<file path="src/rtl/ndn_pkg.sv">
// ndn_pkg: shared widths, FIB opcode encoding and arbiter state encoding
package ndn_pkg;
    localparam int PREFIX_W = 64;
    localparam int LEN_W = 6;
    typedef enum logic {FIB_LOOKUP = 1'b0, FIB_INSERT = 1'b1} fib_op_e;
    typedef enum logic [1:0] {IDLE, ISSUE, WAIT, RESP} arb_state_e;
endpackage

</file>
<file path="src/rtl/fib_arbiter_if.sv">
// fib_arbiter_if: PIT client, data client and FIB command/response signals
interface fib_arbiter_if #(
    parameter int PREFIX_W = ndn_pkg::PREFIX_W,
    parameter int LEN_W = ndn_pkg::LEN_W
);
    logic pit_req;
    logic [PREFIX_W-1:0] pit_prefix;
    logic [LEN_W-1:0] pit_len;
    logic pit_rsp_valid;
    logic pit_rsp_hit;
    logic pit_rsp_err;
    logic data_req;
    logic [PREFIX_W-1:0] data_prefix;
    logic [LEN_W-1:0] data_len;
    logic data_ack;
    logic data_err;
    logic fib_start;
    logic fib_op;
    logic [PREFIX_W-1:0] fib_prefix;
    logic [LEN_W-1:0] fib_len;
    logic fib_done;
    logic fib_hit;
    modport slave (
        input pit_req, pit_prefix, pit_len, data_req, data_prefix, data_len, fib_done, fib_hit,
        output pit_rsp_valid, pit_rsp_hit, pit_rsp_err, data_ack, data_err,
        output fib_start, fib_op, fib_prefix, fib_len
    );
    modport master (
        output pit_req, pit_prefix, pit_len, data_req, data_prefix, data_len, fib_done, fib_hit,
        input pit_rsp_valid, pit_rsp_hit, pit_rsp_err, data_ack, data_err,
        input fib_start, fib_op, fib_prefix, fib_len
    );
endinterface

</file>
<file path="src/rtl/fib_arb_grant.sv">
// fib_arb_grant: PIT-priority grant decision with a saturating data starvation counter
module fib_arb_grant #(
    parameter int MAX_STARVE = 4
) (
    input  logic clk,
    input  logic rst,
    input  logic idle,
    input  logic grant,
    input  logic pit_req,
    input  logic data_req,
    output logic grant_data
);
    localparam int SW = $clog2(MAX_STARVE + 1);
    localparam logic [SW-1:0] SMAX = SW'(MAX_STARVE);
    logic [SW-1:0] starve_q, starve_d;
    assign grant_data = data_req && (!pit_req || starve_q == SMAX);
    // count PIT grants that pass over a pending data request; forget them once data is served or gone
    always_comb begin
        starve_d = ((grant && grant_data) || (idle && !data_req)) ? '0 :
                   (grant && data_req && starve_q != SMAX) ? starve_q + 1'b1 : starve_q;
    end
    // starvation counter register
    always_ff @(posedge clk) begin
        if (rst) starve_q <= '0;
        else starve_q <= starve_d;
    end
endmodule

</file>
<file path="src/rtl/fib_arbiter.sv">
// fib_arbiter: grants the single FIB table to the PIT or data client and returns one-cycle responses
module fib_arbiter
    import ndn_pkg::*;
#(
    parameter int PREFIX_W = ndn_pkg::PREFIX_W,
    parameter int LEN_W = ndn_pkg::LEN_W,
    parameter int MAX_STARVE = 4,
    parameter int TIMEOUT = 16
) (
    input logic clk,
    input logic rst,
    fib_arbiter_if.slave bus
);
    localparam int CW = TIMEOUT > 1 ? $clog2(TIMEOUT) : 1;
    localparam logic [CW-1:0] TLAST = CW'(TIMEOUT - 1);
    arb_state_e state_q, state_d;
    logic [CW-1:0] cnt_q, cnt_d;
    logic owner_q, owner_d;
    fib_op_e fib_op_q, fib_op_d;
    logic [PREFIX_W-1:0] fib_prefix_q, fib_prefix_d;
    logic [LEN_W-1:0] fib_len_q, fib_len_d;
    logic fib_start_q, fib_start_d;
    logic pit_rsp_valid_q, pit_rsp_valid_d;
    logic pit_rsp_hit_q, pit_rsp_hit_d;
    logic pit_rsp_err_q, pit_rsp_err_d;
    logic data_ack_q, data_ack_d;
    logic data_err_q, data_err_d;
    logic idle, grant, grant_data, finish;
    assign idle = state_q == IDLE;
    assign grant = idle && (bus.pit_req || bus.data_req);
    assign finish = bus.fib_done || cnt_q == TLAST;
    fib_arb_grant #(.MAX_STARVE(MAX_STARVE)) u_grant (
        .clk(clk),
        .rst(rst),
        .idle(idle),
        .grant(grant),
        .pit_req(bus.pit_req),
        .data_req(bus.data_req),
        .grant_data(grant_data)
    );
    // next-state, command latch and response pulses; every output is computed one cycle ahead
    always_comb begin
        state_d = state_q;
        cnt_d = cnt_q;
        owner_d = owner_q;
        fib_op_d = fib_op_q;
        fib_prefix_d = fib_prefix_q;
        fib_len_d = fib_len_q;
        fib_start_d = 1'b0;
        pit_rsp_valid_d = 1'b0;
        pit_rsp_hit_d = 1'b0;
        pit_rsp_err_d = 1'b0;
        data_ack_d = 1'b0;
        data_err_d = 1'b0;
        case (state_q)
            IDLE: if (grant) begin
                state_d = ISSUE;
                fib_start_d = 1'b1;
                owner_d = grant_data;
                fib_op_d = grant_data ? FIB_INSERT : FIB_LOOKUP;
                fib_prefix_d = grant_data ? bus.data_prefix : bus.pit_prefix;
                fib_len_d = grant_data ? bus.data_len : bus.pit_len;
            end
            ISSUE: begin
                state_d = WAIT;
                cnt_d = '0;
            end
            WAIT: if (finish) begin
                state_d = RESP;
                pit_rsp_valid_d = !owner_q;
                pit_rsp_hit_d = !owner_q && bus.fib_done && bus.fib_hit && fib_op_q == FIB_LOOKUP;
                pit_rsp_err_d = !owner_q && !bus.fib_done;
                data_ack_d = owner_q;
                data_err_d = owner_q && !bus.fib_done;
            end else begin
                cnt_d = cnt_q + 1'b1;
            end
            default: state_d = IDLE;
        endcase
    end
    // state and registered outputs
    always_ff @(posedge clk) begin
        if (rst) begin
            state_q <= IDLE;
            cnt_q <= '0;
            owner_q <= 1'b0;
            fib_op_q <= FIB_LOOKUP;
            fib_prefix_q <= '0;
            fib_len_q <= '0;
            fib_start_q <= 1'b0;
            pit_rsp_valid_q <= 1'b0;
            pit_rsp_hit_q <= 1'b0;
            pit_rsp_err_q <= 1'b0;
            data_ack_q <= 1'b0;
            data_err_q <= 1'b0;
        end else begin
            state_q <= state_d;
            cnt_q <= cnt_d;
            owner_q <= owner_d;
            fib_op_q <= fib_op_d;
            fib_prefix_q <= fib_prefix_d;
            fib_len_q <= fib_len_d;
            fib_start_q <= fib_start_d;
            pit_rsp_valid_q <= pit_rsp_valid_d;
            pit_rsp_hit_q <= pit_rsp_hit_d;
            pit_rsp_err_q <= pit_rsp_err_d;
            data_ack_q <= data_ack_d;
            data_err_q <= data_err_d;
        end
    end
    assign bus.fib_start = fib_start_q;
    assign bus.fib_op = fib_op_q;
    assign bus.fib_prefix = fib_prefix_q;
    assign bus.fib_len = fib_len_q;
    assign bus.pit_rsp_valid = pit_rsp_valid_q;
    assign bus.pit_rsp_hit = pit_rsp_hit_q;
    assign bus.pit_rsp_err = pit_rsp_err_q;
    assign bus.data_ack = data_ack_q;
    assign bus.data_err = data_err_q;
endmodule

</file>
<file path="src/flat_wrapper.sv">
// flat-port wrapper written by rule: the top's interface ports become plain ports
module fib_arbiter_flat import ndn_pkg::*;
#(
    parameter int PREFIX_W = ndn_pkg::PREFIX_W,
    parameter int LEN_W = ndn_pkg::LEN_W,
    parameter int MAX_STARVE = 4,
    parameter int TIMEOUT = 16
)
  (clk, rst, bus_pit_req, bus_pit_prefix, bus_pit_len, bus_data_req, bus_data_prefix, bus_data_len, bus_fib_done, bus_fib_hit, bus_pit_rsp_valid, bus_pit_rsp_hit, bus_pit_rsp_err, bus_data_ack, bus_data_err, bus_fib_start, bus_fib_op, bus_fib_prefix, bus_fib_len);
  fib_arbiter_if #(.PREFIX_W(PREFIX_W), .LEN_W(LEN_W)) bus_i ();
  input logic clk;
  input logic rst;
  input wire logic [$bits(bus_i.pit_req)-1:0] bus_pit_req;
  input wire logic [$bits(bus_i.pit_prefix)-1:0] bus_pit_prefix;
  input wire logic [$bits(bus_i.pit_len)-1:0] bus_pit_len;
  input wire logic [$bits(bus_i.data_req)-1:0] bus_data_req;
  input wire logic [$bits(bus_i.data_prefix)-1:0] bus_data_prefix;
  input wire logic [$bits(bus_i.data_len)-1:0] bus_data_len;
  input wire logic [$bits(bus_i.fib_done)-1:0] bus_fib_done;
  input wire logic [$bits(bus_i.fib_hit)-1:0] bus_fib_hit;
  output wire logic [$bits(bus_i.pit_rsp_valid)-1:0] bus_pit_rsp_valid;
  output wire logic [$bits(bus_i.pit_rsp_hit)-1:0] bus_pit_rsp_hit;
  output wire logic [$bits(bus_i.pit_rsp_err)-1:0] bus_pit_rsp_err;
  output wire logic [$bits(bus_i.data_ack)-1:0] bus_data_ack;
  output wire logic [$bits(bus_i.data_err)-1:0] bus_data_err;
  output wire logic [$bits(bus_i.fib_start)-1:0] bus_fib_start;
  output wire logic [$bits(bus_i.fib_op)-1:0] bus_fib_op;
  output wire logic [$bits(bus_i.fib_prefix)-1:0] bus_fib_prefix;
  output wire logic [$bits(bus_i.fib_len)-1:0] bus_fib_len;
  assign bus_i.pit_req = bus_pit_req;
  assign bus_i.pit_prefix = bus_pit_prefix;
  assign bus_i.pit_len = bus_pit_len;
  assign bus_i.data_req = bus_data_req;
  assign bus_i.data_prefix = bus_data_prefix;
  assign bus_i.data_len = bus_data_len;
  assign bus_i.fib_done = bus_fib_done;
  assign bus_i.fib_hit = bus_fib_hit;
  assign bus_pit_rsp_valid = bus_i.pit_rsp_valid;
  assign bus_pit_rsp_hit = bus_i.pit_rsp_hit;
  assign bus_pit_rsp_err = bus_i.pit_rsp_err;
  assign bus_data_ack = bus_i.data_ack;
  assign bus_data_err = bus_i.data_err;
  assign bus_fib_start = bus_i.fib_start;
  assign bus_fib_op = bus_i.fib_op;
  assign bus_fib_prefix = bus_i.fib_prefix;
  assign bus_fib_len = bus_i.fib_len;
  fib_arbiter #(.PREFIX_W(PREFIX_W), .LEN_W(LEN_W), .MAX_STARVE(MAX_STARVE), .TIMEOUT(TIMEOUT)) u_core (.clk(clk), .rst(rst), .bus(bus_i));
endmodule
</file>
<file path="config.mk">
export PLATFORM = sky130hd
export DESIGN_NAME = fib_arbiter_flat
export DESIGN_NICKNAME = d
export VERILOG_FILES = /design/src/rtl/ndn_pkg.sv /design/src/rtl/fib_arbiter_if.sv /design/src/rtl/fib_arb_grant.sv /design/src/rtl/fib_arbiter.sv /design/src/flat_wrapper.sv
export SDC_FILE = /design/constraint.sdc
export NUM_CORES = 1
export LEC_CHECK = 0
export ABC_AREA = 0
export BUFFER_PORTS_ARGS = -buffer_cell sky130_fd_sc_hd__buf_2
export CAP_MARGIN = 25
export CORE_MARGIN = 8
export CORE_UTILIZATION = 35
export CTS_CLUSTER_SIZE = 25
export DETAILED_ROUTE_END_ITERATION = 16
export PLACE_DENSITY = 0.71
export SKIP_LAST_GASP = 1
export SYNTH_ARGS = -nofsm -noshare
export SYNTH_HDL_FRONTEND = slang
export SYNTH_SLANG_ARGS = --single-unit
</file>
<file path="constraint.sdc">
create_clock -name clk -period 3 [get_ports clk]
set_clock_uncertainty 0.1 [all_clocks]
set_input_delay 0.75 -clock clk [delete_from_list [all_inputs] [get_ports clk]]
set_output_delay 0.75 -clock clk [all_outputs]
set_load 0.02 [all_outputs]
</file>
# Word level (Yosys, flattened, before mapping)
# Index checks and enable logic that the tools add are counted.
[classes] n_bitwise=4 n_addsub=2 n_mux=9 n_eq_ne=8 n_reduce_logical=27
[ops] operator="$mux W64" count=1
[ops] operator="$logic_and A1 B1 Y1" count=11
[ops] operator="$pmux W4 S2" count=1
[ops] operator="$mux W6" count=1
[ops] operator="$pmux W2 S3" count=1
[ops] operator="$reduce_and A2 Y1" count=3
[ops] operator="$add A4 B1 Y4 const B" count=1
[ops] operator="$eq A4 B4 Y1 const B" count=1
[ops] operator="$logic_not A1 Y1" count=4
[ops] operator="$logic_or A1 B1 Y1" count=4
[ops] operator="$mux W2" count=2
[ops] operator="$mux W4" count=1
[ops] operator="$ne A2 B2 Y1 const B" count=2
[ops] operator="$not A1 Y1" count=4
[ops] operator="$reduce_or A2 Y1" count=2
[ops] operator="$add A3 B1 Y3 const B" count=1
[ops] operator="$eq A3 B3 Y1 const B" count=1
[ops] operator="$ne A3 B3 Y1 const B" count=1
[ops] operator="$reduce_or A3 Y1" count=1
[ops] operator="$eq A2 B1 Y1 const B" count=1
[ops] operator="$eq A2 B2 Y1 const B" count=1
[ops] operator="$logic_not A2 Y1" count=1
[ops] operator="$mux W1" count=2
[ops] operator="$ne A2 B1 Y1 const B" count=1
[ops] operator="$reduce_bool A2 Y1" count=1
[totals] elab_cells=63 ff_bits=87 output_inout_bits=77 inputBits=146

# Depth between registers and ports, before layout
[logic_depth] depth_word=6 ltp_mapped=8 ltp_nobuf=5

# Modules after synthesis
# A second synthesis with hierarchy kept.
[hier_totals] cells_unflattened=393 area_unflattened_um2=4220.3
[by_module_without_submodules] mod="fib_arbiter" area_each_um2=4041.4 n_inst=1 cells_each=370 seq_area_each_um2=1661.6
[by_module_without_submodules] mod="fib_arb_grant" area_each_um2=178.9 n_inst=1 cells_each=23 seq_area_each_um2=60.1

# Worst setup path before layout
# No wires, ideal clock.
[synth_timing] path_kind="in2reg" start="input bus_data_req" end="register u_core.u_grant.starve_q[1]" path_stages=4 path_buffers=1 setup_time_ns=0.086 t_required_ns=2.814 arrival_ns=1.559 setup_slack_ns=1.255 path_cell_list="buf_4 > nand2_2 > or3b_2 > a211oi_1"
[synth_via] elab_chain_cells=5 elab_cells_between_ends=10 cone_classes="reduce/logical (10)"
[synth_lines] element="from (decl)" line_no="flat_wrapper.sv:16" text="input wire logic [$bits(bus_i.data_req)-1:0] bus_data_req;"
[synth_lines] element="$logic_or A1 B1 Y1" line_no="fib_arbiter.sv:30" text="assign grant = idle && (bus.pit_req || bus.data_req);"
[synth_lines] element="$logic_and A1 B1 Y1" line_no="fib_arbiter.sv:30"
[synth_lines] element="$logic_and A1 B1 Y1" line_no="fib_arb_grant.sv:19" text="starve_d = ((grant && grant_data) || (idle && !data_req)) ? '0 :"
[synth_lines] element="$logic_or A1 B1 Y1" line_no="fib_arb_grant.sv:19"
[synth_lines] element="$reduce_or A2 Y1 (no source line)"
[synth_lines] element="to (signal assigned)" line_no="fib_arb_grant.sv:25" text="else starve_q <= starve_d;"
[synth_lines] element="to (decl)" line_no="fib_arb_grant.sv:15" text="logic [SW-1:0] starve_q, starve_d;"
# Several ways; a longest one is shown, not always the timed one.
# A chain may end at the register's enable or synchronous reset.

# Final worst setup path
[layout_timing] start="register u_core.state_q[0]" end="register u_core.fib_prefix_q[14] (netlist: u_core.bus.fib_prefix[14])"
[layout_via] elab_chain_cells=3
[layout_lines] element="from (decl)" line_no="fib_arbiter.sv:16" text="arb_state_e state_q, state_d;"
[layout_lines] element="from (signal assigned)" line_no="fib_arbiter.sv:97" text="state_q <= state_d;"
[layout_lines] element="$logic_not A2 Y1 *" line_no="fib_arbiter.sv:29, fib_arbiter.sv:55"
[layout_lines] element="$logic_and A1 B1 Y1" line_no="fib_arbiter.sv:30"
[layout_lines] element="$reduce_and A2 Y1 (no source line) *"
[layout_lines] element="to (signal assigned)" line_no="fib_arbiter.sv:101" text="fib_prefix_q <= fib_prefix_d;"
[layout_lines] element="to (decl)" line_no="fib_arbiter.sv:20" text="logic [PREFIX_W-1:0] fib_prefix_q, fib_prefix_d;"
# Mark *: on every way between the ends. The rest lies on a longest branch, timed or not.

==> Implementation_results.wiki <==
{| class="wikitable"
! Metric !! Value
|-
| Status || finished clean
|-
| Die X || 124 µm
|-
| Initial Utilization || about 36%
|-
| Starting DRT DRC Count || 382
|-
| Final worst setup slack || around 0.9 ns
|-
| Final Cycle Share || 69.8%
|-
| Post-synthesis sequential element count || 86
|-
| Clock transition at the register clock pins on the worst setup and hold paths after CTS || 0.06 ns
|-
| Quantity of I/O buffers inserted on ports || 222
|-
| Netlist cell types || between 40 and 50
|-
| Standard-cell rows || 39
|-
| Ys Warns || 0
|-
| Net switching fraction of the power || between 30% and 40%
|-
| Area growth, synth to finish || 35.4%
|-
| Arrival time of data at the critical path endpoint || 2.23 ns
|-
| Delay-heaviest family, CP || compound AO/OA/AOI/OAI gates
|-
| Cell-by-cell listing of the critical path || inv_1 -> ha_1 -> o21a_4 -> buf_12 -> nor2_1 -> a311oi_1
|-
| Diode insertion count for antenna repair || 0
|-
| Min Tclk post-route || 2.09 ns
|-
| Setup repair after global routing missed its margin || no
|-
| Multi-input combinational cell area || between 2000 and 2500 µm²
|-
| Crit path capture || u_core.bus.fib_prefix[14]$_SDFFE_PP0P_
|-
| Crit path buf inv count || 2
|-
| Maxcap violations || 0
|-
| PostCTS Resize Cnt || 0
|-
| Post-detailed-route count of antenna-violating nets || 0
|-
| Kind of end point of the critical path || flop
|-
| Via count of the first global-routing pass || 4600
|-
| H-tree levels || 3
|-
| Area of the die || 15500 µm²
|-
| Psw || between 1.5 and 2 mW
|-
| Power density relative to cell area || 908 nW/µm²
|-
| Max Freq || 478 MHz
|-
| Hold/Removal Path Class || flop to flop
|-
| Crit-path max FO || 78
|-
| Worst slew pin tran || ~0.5 ns
|-
| Standard cell core area || between 10000 and 15000 µm²
|-
| Synthesized netlist net count || ~640
|-
| Critical Path RT || 3.13 ns
|-
| GRT Overall Usage || 17.4%
|-
| Type of element launching the critical path || flop
|-
| Clock share of power || 24.6%
|-
| Via count || between 4000 and 5000
|-
| Max-slew violation total from the final report || 0
|-
| Initial antenna violation count || 0
|-
| Total iterations of the first detailed-routing run || 5
|-
| Dpl ws || 0.742 ns
|-
| Share of power burned in registers || roughly a third
|-
| Worst slew margin || around 66%
|-
| Area of the mapped netlist || 4110 µm²
|-
| Die span in y || 124 µm
|-
| Share of layout cells above drive strength 1 || 38.8%
|-
| Critical path's largest stage delay || between 0.4 and 0.5 ns
|-
| Post-route total power || 5.05 mW
|-
| Synthesized area per cell || 8.43 µm²
|-
| Final setup violation count || 0
|-
| Storage element area || between 1500 and 2000 µm²
|-
| Largest net degree at the start of global routing || 79
|-
| Routability-driven placement congestion ratio || 0.749
|-
| Nets || 828
|-
| WP depth || 6
|-
| Worst flop-to-flop path startpoint || u_core.state_q[0]$_SDFFE_PP0P_
|-
| Combinational fraction of design power || around 42%
|-
| TritonCTS Buffers || 9
|-
| Number of fillers in the final layout || 1116
|-
| Worst voltage drop across the vdd grid || 0.494 mV
|-
| Wire length of the first global-routing pass || 22800 µm
|-
| Wire length per cell || 17.0 µm
|-
| Internal power contribution || just over 3 mW
|-
| Number of primary I/O pins || approximately 220
|-
| Gate Count Post-Synth || 487
|-
| Worst-Skew Late Latency || 0.33 ns
|-
| Final Hold Fails || 0
|-
| Remaining global-route overflow || 0
|-
| Max Buffers Root-to-Sink || 2
|-
| Clock sink count || 86
|-
| Root buffer cell || sky130_fd_sc_hd__clkbuf_16
|-
| DRT Wirelength || 14000 µm
|-
| Destination of the worst register-to-register timing path || u_core.bus.fib_prefix[14]$_SDFFE_PP0P_
|-
| Post-CTS Repair Setup Buffers || 0
|-
| Post-Route Setup TNS || 0 ns
|-
| Number of hold buffers added after cts || 0
|-
| Setup slack of the worst register-to-register path || 0.91 ns
|-
| Master of the slowest instance on the critical path || sky130_fd_sc_hd__o21a_4
|-
| Static leakage power || 2.44 nW
|-
| TritonCTS clock tree || done
|-
| Critical Path Source || u_core.state_q[0]$_SDFFE_PP0P_
|-
| Detailed placement HPWL || 10200 µm
|-
| Proportion of synthesized chip area in sequential cells || a little over two fifths
|-
| Vias/cell || 5.47
|-
| DRC Markers || 0
|-
| FF-to-FF path depth || 6
|-
| Classification of the worst setup path || flop to flop
|}
## area by class of cell
cell class	count	share of cell area, %
clock buffers	13	4.86
clock inverters	3	1.17
repair buffers	233	21.9
multi-input cells	340	37.5
inverters	6	0.405
well taps	143	3.22
flip-flops and latches	86	31.0
## sequential cells by signal, indices dropped and copies added, names as in the netlist, 2 cells and up
signal                   count
u_core.cnt_q                 4
u_core.u_grant.starve_q      3
u_core.state_q               2
u_core.bus.fib_len           6
u_core.bus.fib_prefix       64
## synth_stat cells (all sizes together)
library cell	n	share of area, %
a211oi	4	0.73
a21bo	1	0.24
a21boi	2	0.64
a21oi	4	0.49
a22oi	1	0.18
a2bb2oi	1	0.21
a311oi	70	16
a31oi	1	0.15
and2	1	0.15
and3	3	0.46
and4	1	0.21
buf	35	5.1
clkbuf	20	1.9
dfxtp	86	42
ha	6	1.8
inv	6	0.55
mux2	1	0.27
mux2i	1	0.24
nand2	3	0.34
nand2b	5	0.76
nand3	71	8.7
nand4	1	0.15
nand4b	1	0.21
nor2	74	6.8
nor2b	4	0.61
nor3	2	0.24
nor4b	1	0.21
nor4bb	1	0.24
o211ai	2	0.37
o21a	1	0.18
o21ai	72	8.8
o31ai	2	0.37
or3	2	0.30
or3b	1	0.21
## tightest hold or removal path, cell delays in order (launching register included)
cell and delay [ns]:
sky130_fd_sc_hd__dfxtp_1 0.31, sky130_fd_sc_hd__nor2_1 0.09, sky130_fd_sc_hd__a311oi_1 0.05
## layout by cell type, fill, tap and decap left out, types with 2 or more instances in the layout
cell,n
sky130_fd_sc_hd__o21ai_0,56
sky130_fd_sc_hd__o31ai_1,2
sky130_fd_sc_hd__nand3_1,71
sky130_fd_sc_hd__nor2b_1,4
sky130_fd_sc_hd__inv_1,5
sky130_fd_sc_hd__a211oi_1,4
sky130_fd_sc_hd__dfxtp_1,86
sky130_fd_sc_hd__clkbuf_8,3
sky130_fd_sc_hd__nor3_1,2
sky130_fd_sc_hd__a21oi_1,4
sky130_fd_sc_hd__buf_4,9
sky130_fd_sc_hd__nand2_1,2
sky130_fd_sc_hd__bufinv_16,2
sky130_fd_sc_hd__a311oi_1,61
sky130_fd_sc_hd__nand2b_1,5
sky130_fd_sc_hd__o21ai_1,16
sky130_fd_sc_hd__and3_1,3
sky130_fd_sc_hd__o211ai_1,2
sky130_fd_sc_hd__buf_2,222
sky130_fd_sc_hd__clkbuf_16,9
sky130_fd_sc_hd__a311oi_2,9
sky130_fd_sc_hd__or3_1,2
sky130_fd_sc_hd__ha_1,6
sky130_fd_sc_hd__nor2_1,74
sky130_fd_sc_hd__buf_12,2
## power by group through the flow
stage / logic (mW) / registers, mW / clock network [mW]
floorplan: 1.14 / 2.09 / 0
global placement: 2.08 / 1.69 / 0
detailed placement: 2.15 / 1.70 / 0
CTS: 2.15 / 1.68 / 1.27
global route: 2.33 / 1.72 / 1.32
finish: 2.13 / 1.68 / 1.24
## worst min path at each step
stage | startpoint | to | slack (ns) | cells past startpoint
floorplan | u_core.cnt_q[1]$_SDFFE_PP0P_ | u_core.cnt_q[1]$_SDFFE_PP0P_ | 0.38 | 2
global placement | u_core.bus.fib_prefix[8]$_SDFFE_PP0P_ | u_core.bus.fib_prefix[8]$_SDFFE_PP0P_ | 0.38 | 2
detailed placement | u_core.bus.fib_prefix[53]$_SDFFE_PP0P_ | u_core.bus.fib_prefix[53]$_SDFFE_PP0P_ | 0.39 | 2
CTS | u_core.bus.fib_prefix[53]$_SDFFE_PP0P_ | u_core.bus.fib_prefix[53]$_SDFFE_PP0P_ | 0.40 | 2
global route | u_core.bus.fib_prefix[8]$_SDFFE_PP0P_ | u_core.bus.fib_prefix[8]$_SDFFE_PP0P_ | 0.41 | 2
finish | u_core.bus.fib_prefix[21]$_SDFFE_PP0P_ | u_core.bus.fib_prefix[21]$_SDFFE_PP0P_ | 0.40 | 2
## metrics by stage
| step | instance area, µm² | instances | hold WS [ns] | utilization (%) |
|---|---|---|---|---|
| detailed placement | 5220 | 808 | 0.391 | 45.7 |
| CTS | 5560 | 824 | 0.401 | 48.7 |
| global placement | 5220 | 808 | 0.381 | 45.7 |
| floorplan | 4110 | 487 | 0.377 | - |
| finish | 5560 | 824 | 0.396 | 48.7 |
| global route | 5560 | 824 | 0.413 | 48.7 |
## per-layer routing
| layer | GRT usage, % | up-vias | wire (µm) | share of wire, % |
|---|---|---|---|---|
| met4 | 7.44 | 0 | 288 | 2.1 |
| met2 | 28.2 | 178 | 6830 | 49 |
| met3 | 4.85 | 20 | 958 | 6.8 |
| li1 | - | 2202 | - | - |
| met1 | 21.2 | 2105 | 5940 | 42 |
| met5 | 0 | - | 0 | 0 |
## cells by family (layout without fill, tap and decap cells)
family / count (synthesis) / count (layout) / synth area share (%)
AO/OA/AOI/OAI: 161 / 161 / 28.7
AND/OR/NAND/NOR: 171 / 171 / 19.5
adder cells (fa/ha/maj): 6 / 6 / 1.83
flip-flops: 86 / 86 / 41.9
buffers and inverters: 61 / 255 / 7.53
multiplexers: 2 / 2 / 0.518
Power figures use the tool's default switching activity.
